--- config.mk ---
export PLATFORM = sky130hd
export DESIGN_NAME = uart_mmio_fifo
export DESIGN_NICKNAME = d
export VERILOG_FILES = /design/src/rtl/uart_mmio_fifo.sv
export SDC_FILE = /design/constraint.sdc
export NUM_CORES = 1
export LEC_CHECK = 0
export BUFFER_PORTS_ARGS = -buffer_cell sky130_fd_sc_hd__buf_2
export CAP_MARGIN = 30
export CORE_ASPECT_RATIO = 1.2
export CORE_MARGIN = 2
export CORE_UTILIZATION = 45
export CTS_BUF_LIST = sky130_fd_sc_hd__clkbuf_8
export CTS_CLUSTER_DIAMETER = 50
export DETAILED_ROUTE_END_ITERATION = 6
export PLACE_DENSITY = 0.69
export SYNTH_ARGS = -nofsm -noshare
export SYNTH_HDL_FRONTEND = slang
export SYNTH_SLANG_ARGS = --single-unit
--- constraint.sdc ---
create_clock -name clk -period 3 [get_ports clk]
set_input_delay 0.3 -clock clk [delete_from_list [all_inputs] [get_ports clk]]
set_output_delay 0.3 -clock clk [all_outputs]
set_load 0.05 [all_outputs]
--- src/rtl/uart_mmio_fifo.sv ---
`default_nettype none
// ============================================================================
// Module      : uart_mmio_fifo
// Description : Memory-mapped UART controller for the MEM stage. Decodes
//               loads/stores at 0x8xxx_xxxx, buffers TX and RX bytes in two
//               DEPTH-entry FIFOs with sticky overflow flags and occupancy
//               counters, and passes non-UART ALU results through.
// Revision    : 1.0 - initial release
// ============================================================================
module uart_mmio_fifo #(
  parameter int DEPTH = 8
) (
  input  logic        clk,
  input  logic        rst,
  input  logic [31:0] ALUOutM,
  input  logic        ValidM,
  input  logic        isLoadM,
  input  logic        isStoreM,
  input  logic [31:0] StoreDataM,
  output logic [31:0] UARTCtrOutM,
  output logic [7:0]  DataIn,
  output logic        DataInValid,
  input  logic        DataInReady,
  input  logic [7:0]  UARTDOut,
  input  logic        DataOutValid,
  output logic        DataOutReady
);

  // Occupancy counters need one extra bit so that "full" (count == DEPTH)
  // is representable; pointers wrap naturally at DEPTH.
  localparam int CNT_W = $clog2(DEPTH) + 1;
  localparam int PTR_W = CNT_W - 1;

  localparam logic [4:0] c_OFF_TXCTL  = 5'h00;
  localparam logic [4:0] c_OFF_RXCTL  = 5'h04;
  localparam logic [4:0] c_OFF_TXDATA = 5'h08;
  localparam logic [4:0] c_OFF_RXDATA = 5'h0C;
  localparam logic [4:0] c_OFF_STATUS = 5'h10;

  logic [7:0]       r_txMem [DEPTH];
  logic [7:0]       r_rxMem [DEPTH];
  logic [PTR_W-1:0] r_txWrPtr, r_txRdPtr, r_rxWrPtr, r_rxRdPtr;
  logic [CNT_W-1:0] r_txCnt, r_rxCnt;
  logic             r_txOvf, r_rxOvf;

  logic       w_isUart;
  logic [4:0] w_offset;
  logic       w_txFull, w_txEmpty, w_rxFull, w_rxEmpty;
  logic       w_txStore, w_txPush, w_txDrop, w_txPop;
  logic       w_rxPop, w_rxPush, w_rxDrop, w_statWr;
  logic [7:0] w_txCnt8, w_rxCnt8;
  logic [31:0] w_rdData;
  logic       w_unusedBits;

  assign w_isUart  = (ALUOutM[31:28] == 4'h8);
  assign w_offset  = ALUOutM[4:0];

  assign w_txFull  = (r_txCnt == CNT_W'(DEPTH));
  assign w_txEmpty = (r_txCnt == '0);
  assign w_rxFull  = (r_rxCnt == CNT_W'(DEPTH));
  assign w_rxEmpty = (r_rxCnt == '0);

  // Every CPU-side effect is qualified by a valid UART access in MEM.
  assign w_txStore = ValidM && w_isUart && isStoreM && (w_offset == c_OFF_TXDATA);
  assign w_txPush  = w_txStore && !w_txFull;
  assign w_txDrop  = w_txStore && w_txFull;
  assign w_txPop   = !w_txEmpty && DataInReady;

  // A pop in the same cycle frees a slot, so a full RX FIFO can still accept.
  assign w_rxPop   = ValidM && w_isUart && isLoadM && (w_offset == c_OFF_RXDATA) && !w_rxEmpty;
  assign w_rxPush  = DataOutValid && (!w_rxFull || w_rxPop);
  assign w_rxDrop  = DataOutValid && w_rxFull && !w_rxPop;
  assign w_statWr  = ValidM && w_isUart && isStoreM && (w_offset == c_OFF_STATUS);

  assign w_txCnt8  = 8'(r_txCnt);
  assign w_rxCnt8  = 8'(r_rxCnt);

  assign DataIn       = r_txMem[r_txRdPtr];
  assign DataInValid  = !w_txEmpty;
  assign DataOutReady = 1'b1;

  // Address bits outside the decode and upper store-data bits are ignored.
  assign w_unusedBits = ^{ALUOutM[27:5], StoreDataM[31:8]};

  // Register read decode; unlisted offsets (including write-only TXDATA) read 0.
  always_comb begin
    w_rdData = 32'h0;
    case (w_offset)
      c_OFF_TXCTL:  w_rdData = {31'b0, !w_txFull};
      c_OFF_RXCTL:  w_rdData = {31'b0, !w_rxEmpty};
      c_OFF_RXDATA: w_rdData = w_rxEmpty ? 32'h0 : {24'b0, r_rxMem[r_rxRdPtr]};
      c_OFF_STATUS: w_rdData = {8'b0, w_txCnt8, w_rxCnt8, 6'b0, r_txOvf, r_rxOvf};
      default:      w_rdData = 32'h0;
    endcase
  end

  // Load-data mux: UART loads get the decoded register, everything else passes through.
  always_comb begin
    UARTCtrOutM = ALUOutM;
    if (w_isUart && isLoadM) begin
      UARTCtrOutM = w_rdData;
    end
  end

  // FIFO storage; contents need no reset since pointers/counts define validity.
  always_ff @(posedge clk) begin
    if (w_txPush) begin
      r_txMem[r_txWrPtr] <= StoreDataM[7:0];
    end
    if (w_rxPush) begin
      r_rxMem[r_rxWrPtr] <= UARTDOut;
    end
  end

  // TX pointers, occupancy and sticky overflow (a new overflow beats a W1C clear).
  always_ff @(posedge clk or posedge rst) begin
    if (rst) begin
      r_txWrPtr <= '0;
      r_txRdPtr <= '0;
      r_txCnt   <= '0;
      r_txOvf   <= 1'b0;
    end else begin
      if (w_txPush) r_txWrPtr <= r_txWrPtr + 1'b1;
      if (w_txPop)  r_txRdPtr <= r_txRdPtr + 1'b1;
      case ({w_txPush, w_txPop})
        2'b10:   r_txCnt <= r_txCnt + 1'b1;
        2'b01:   r_txCnt <= r_txCnt - 1'b1;
        default: r_txCnt <= r_txCnt;
      endcase
      r_txOvf <= w_txDrop || (r_txOvf && !(w_statWr && StoreDataM[1]));
    end
  end

  // RX pointers, occupancy and sticky overflow (a new overflow beats a W1C clear).
  always_ff @(posedge clk or posedge rst) begin
    if (rst) begin
      r_rxWrPtr <= '0;
      r_rxRdPtr <= '0;
      r_rxCnt   <= '0;
      r_rxOvf   <= 1'b0;
    end else begin
      if (w_rxPush) r_rxWrPtr <= r_rxWrPtr + 1'b1;
      if (w_rxPop)  r_rxRdPtr <= r_rxRdPtr + 1'b1;
      case ({w_rxPush, w_rxPop})
        2'b10:   r_rxCnt <= r_rxCnt + 1'b1;
        2'b01:   r_rxCnt <= r_rxCnt - 1'b1;
        default: r_rxCnt <= r_rxCnt;
      endcase
      r_rxOvf <= w_rxDrop || (r_rxOvf && !(w_statWr && StoreDataM[0]));
    end
  end

endmodule
`default_nettype wire

* After elaboration in Yosys (flattened, before gate mapping)
Memories as Yosys holds them, arrays and structs flattened. Index checks and enable logic that the tools add are counted.
Word-level totals: flip-flop bits (word level) 22, memories kept 2, RAM bits 128, word-level logic and storage cells 71
Operators by class: mux-type cells 9, reduce and logical (&&, ||, !) cells 33, add/subtract/negate cells 8, eq/ne operators 11
Memories:
- r_rxMem | depth 8, width 8, rd ports 1, clocked after Yosys merged registers in 0, wr ports 1, line 41 | logic [7:0] r_rxMem [DEPTH];
- r_txMem | depth 8, width 8, rd ports 1, clocked after Yosys merged registers in 0, wr ports 1, line 40 | logic [7:0] r_txMem [DEPTH];
Operator list (number):
- $pmux 20 s4 | 1
- $mux 32 | 1
- $logic_and 1x1->1 | 18
- $pmux 4 s2 | 2
- $add 3x1->3 const B | 4
- $eq 4x4->1 const B | 3
- $eq 5x4->1 const B | 2
- $add 4x1->4 const B | 2
- $logic_not 4->1 | 2
- $mux 8 | 1
- $sub 4x1->4 const B | 2
- $logic_not 1->1 | 7
- $eq 5x3->1 const B | 1
- $eq 5x5->1 const B | 1
- $logic_not 5->1 | 1
- $eq 2x1->1 const B | 2
- $eq 2x2->1 const B | 2
- $mux 1 | 4
- $reduce_bool 2->1 | 2
- $logic_or 1x1->1 | 3

* Logic depth before layout (Yosys ltp)
word-level depth 9, depth in mapped cells 11, gate-level depth less buffers 11

* Worst setup path after synthesis
Ideal clock, no wire load.
kind register to register, start point register r_txCnt[2], end point register r_txCnt[3], arrival 2589 ps, data required time 2875 ps, period minus slack after synthesis 2715 ps, library setup time 125 ps, setup slack 285 ps, cell stages (with the launch flop) 11, cells stage by stage dfrtp_1 > or4_1 > nand2_1 > inv_1 > ha_1 > ha_1 > a21o_1 > a21oi_1 > xnor2_1 > nor2_1 > xor2_1
Between the ends: word-level cells in the longest chain between the ends 5
RTL lines:
- start: declaration | line 43 | logic [CNT_W-1:0] r_txCnt, r_rxCnt;
- start signal: assignment | line 126 | 2'b10: r_txCnt <= r_txCnt + 1'b1;
- start signal: assignment | line 127 | 2'b01: r_txCnt <= r_txCnt - 1'b1;
- start signal: assignment | line 128 | default: r_txCnt <= r_txCnt;
- $logic_not 4->1 * | line 59 | assign w_txEmpty = (r_txCnt == '0);
- $logic_not 1->1 *
- named net DataInValid | line 22 | output logic DataInValid,
- $logic_and 1x1->1 * | line 67 | assign w_txPop = !w_txEmpty && DataInReady;
- named net w_txPop | line 49 | logic w_txStore, w_txPush, w_txDrop, w_txPop;
- $eq 2x1->1 / $eq 2x2->1 (equally long branches) | line 125 | case ({w_txPush, w_txPop})
- $pmux 4 s2 / $reduce_bool 2->1 (equally long branches)
The timed path passes the listed nets; every way through them passes the cells marked *. A chain may end at the register's enable or synchronous reset.

* Worst setup path in the final report
start point register r_rxRdPtr[0], end point output port UARTCtrOutM[0]
Between the ends: word-level cells in the longest chain between the ends 4
RTL lines:
- start: declaration | line 42 | logic [PTR_W-1:0] r_txWrPtr, r_txRdPtr, r_rxWrPtr, r_rxRdPtr;
- start signal: assignment | line 143 | if (w_rxPop) r_rxRdPtr <= r_rxRdPtr + 1'b1;
- $mem_v2 8x8
- $mux 8 | line 91 | c_OFF_RXDATA: w_rdData = w_rxEmpty ? 32'h0 : {24'b0, r_rxMem[r_rxRdPtr]};
- $pmux 20 s4 | line 88 | case (w_offset)
- $mux 32 | line 100 | if (w_isUart && isLoadM) begin
- end: declaration | line 20 | output logic [31:0] UARTCtrOutM,
Every way passes these cells.

==> results.ini <==
[job]
maxCapViolCount = 0

[setup_path]
cp.arrival_ns = 2.51
worst_r2r_endpoint = r_txCnt[3]$_DFFE_PP0P_
r2r_cells = 10
r2r_start = r_txCnt[3]$_DFFE_PP0P_
crit_path_max_fanout = 7
cp-end-kind = output pin
start_kind = register
cp.required_ns = 2.70
path_class = reg -> out
r2r_setup_slack_ns = 0.48

[place]
pre_cts_ws_ns = 0.2785
hpwl_um = 9059
place_congestion = 0.7658
portBuffers = 95
placed_area_um2 = 7181

[die]
die_w_um = 112.8
start_util_pct = 46.27
die-area_um2 = 15180
coreArea_um2 = 13820
num_rows = 47
die_h_um = 134.6
ios = 121

[grt]
grt_max_degree = 23
grt_pass1_vias = 3863
grt_pass1_wl_um = 20240
grt.total_usage_pct = 17.86
overflow = 0
antenna_found_initial = 1

[layout]
layout.nets = 582
multi_input_area_um2 = 1891
seq_area_um2 = 4394
mostFrequentLayoutCell = edfxtp_1
area_growth_pct = 18.49
layout_common_cells = edfxtp_1 (128), buf_2 (95), mux4_2 (32)
fillers = 1112
drive_gt1_share_pct = 39.13
fin_area_um2 = 7577
final_core_util_pct = 54.83

[outcome]
status = finished, final reports clean

[logic_synthesis]
netlist_instances = 374
yosysWarnings = 0
ys_seq_area_share_pct = 68.71
synth_area_um2 = 6395
synth_seq_cells = 150
synth_cell_types = 42
synth_fp_nets = 462
syn_avg_cell_area_um2 = 17.10

[sta]
finalCriticalPeriod_ns = 2.811
rsz0062_at_grt = false
period_share_pct = 93.70
worst_slew_margin_rel_pct = 41.01
fmax_mhz = 355.8
tightest_slew_ns = 0.8839
worst_slack_ns = 0.1890
setup_violations = 0
finalHoldViolCount = 0
fin_tns_setup_ns = 0
worst_clock_skew_ns = 0.01183
finalMaxSlewViolations = 0

[detailed_routing]
dr.pass1.iters = 4
drc = 0
wirelength_um = 13020
wl_met1_um = 5228
via_per_inst = 5.348
dr_wl_met3_um = 632
topRoutingLayerUsed = met4
post_drt_wl_per_cell_um = 19.21
num_vias = 3626
drt_iter0_markers = 254
met2_length_um = 6991
ant_nets = 0

[cts]
cts_tree = done
cts_setup_buffers = 0
cts_made_buffers = 17
clock_sinks = 150
cts_root_buf = clkbuf_8
cts_resized = 0
clkLatencyLatePin_ns = 0.45
cts.reportedPaths.clkPinSlew_ns = 0.08
hold_buffers = 0
clk_path_buf_depth = 2
h-tree-depth = 4

[power]
p_total_mw = 5.850
leakagePower_nw = 2.784
vdd_drop_max_mv = 0.5907
power_density_nw_per_um2 = 772.0

[min_path]
hp-class = in -> async

==> power breakdown <==
part | internal (mW) | switching, mW
clock network | 0.811 | 0.735
registers | 2.50 | 0.251
logic | 0.655 | 0.894
==> stage by stage <==
stage / std cells / hold slack [ns]
finish: 678 / 0.02323
CTS: 677 / 0.02878
global placement: 646 / 0.4993
global route: 677 / 0.06886
floorplan: 374 / 0.2892
detailed placement: 646 / 0.5049
==> how the worst max path moves through the flow <==
stage | startpoint | to | slack [ns] | depth (start not counted)
2_1_floorplan | r_txCnt[2]$_DFFE_PP0P_ | r_txCnt[3]$_DFFE_PP0P_ | 0.29 | 10
3_3_place_gp | ALUOutM[28] | r_txCnt[3]$_DFFE_PP0P_ | 0.28 | 12
3_5_place_dp | ALUOutM[28] | r_txCnt[3]$_DFFE_PP0P_ | 0.28 | 12
4_1_cts | r_rxRdPtr[0]$_DFFE_PP0N_ | UARTCtrOutM[0] | 0.12 | 4
5_1_grt | r_rxRdPtr[0]$_DFFE_PP0N_ | UARTCtrOutM[4] | 0.07 | 5
6_report | r_rxRdPtr[0]$_DFFE_PP0N_ | UARTCtrOutM[0] | 0.19 | 4
==> registers in the layout, summed over array words and instances (netlist names) <==
| name | count |
|---|---|
| r_txOvf | 1 |
| r_rxCnt | 4 |
| r_txMem | 64 |
| r_rxMem | 64 |
| r_txWrPtr | 3 |
| r_txRdPtr | 3 |
| r_rxOvf | 1 |
| r_rxRdPtr | 3 |
| r_txCnt | 4 |
| r_rxWrPtr | 3 |
==> worst max-delay path, stage by stage, from the launching register on <==
cell and delay [ns]:
dfrtp_1 0.59, mux4_2 0.55, or3b_2 0.45, a32o_1 0.26
buf_2 0.22
==> routing by layer <==
| layer | vias up | GRT usage (%) |
|---|---|---|
| met2 | 87 | 31.70 |
| met1 | 1844 | 21.02 |
| li1 | 1683 | - |
| met3 | 12 | 4.578 |
| met5 | - | 0 |
| met4 | 0 | 6.436 |
==> synthesized netlist by cell type, drive strengths merged <==
cell / count / share of area, %
a2111oi: 1 / 0.14
a21boi: 1 / 0.18
a21o: 1 / 0.12
a21oi: 3 / 0.23
a22o: 8 / 1.1
a22oi: 1 / 0.12
a32o: 3 / 0.47
and2: 15 / 1.5
and3: 2 / 0.20
and3b: 1 / 0.14
buf: 7 / 0.67
clkbuf: 11 / 0.65
conb: 1 / 0.059
dfrtp: 22 / 8.6
edfxtp: 128 / 60
fa: 1 / 0.31
ha: 8 / 1.6
inv: 7 / 0.41
mux2: 12 / 2.2
mux2i: 8 / 1.3
mux4: 32 / 11
nand2: 31 / 1.8
nand2b: 6 / 0.59
nand3: 3 / 0.23
nand4: 1 / 0.20
nor2: 18 / 1.1
nor3: 8 / 0.63
nor4: 2 / 0.20
nor4b: 2 / 0.47
nor4bb: 1 / 0.16
o21ai: 10 / 0.78
or2: 1 / 0.14
or3b: 1 / 0.14
or4: 2 / 0.29
xnor2: 8 / 1.1
xor2: 7 / 0.96
==> area by class of cell <==
cell class,instances,share of cell area (%)
Clock inverter,14,2.114
Clock buffer,17,3.088
Tap cell,171,2.824
Antenna cell,1,0.03303
Multi-Input combinational cell,199,24.95
Sequential cell,150,57.99
Timing Repair Buffer,119,8.653
Inverter,7,0.3468
==> kinds of logic (layout without fill, tap and decap cells) <==
logic type	after synthesis	count (layout)	synth area share (%)
mux	52	52	14.69
fa+ha+maj	9	9	1.878
compound gates	28	28	3.131
other cells	1	2	0.05864
buf+inv	25	157	1.722
flops	150	150	68.71
simple gates	94	94	7.748
xor+xnor	15	15	2.054
(Power assumes the default switching activity.)
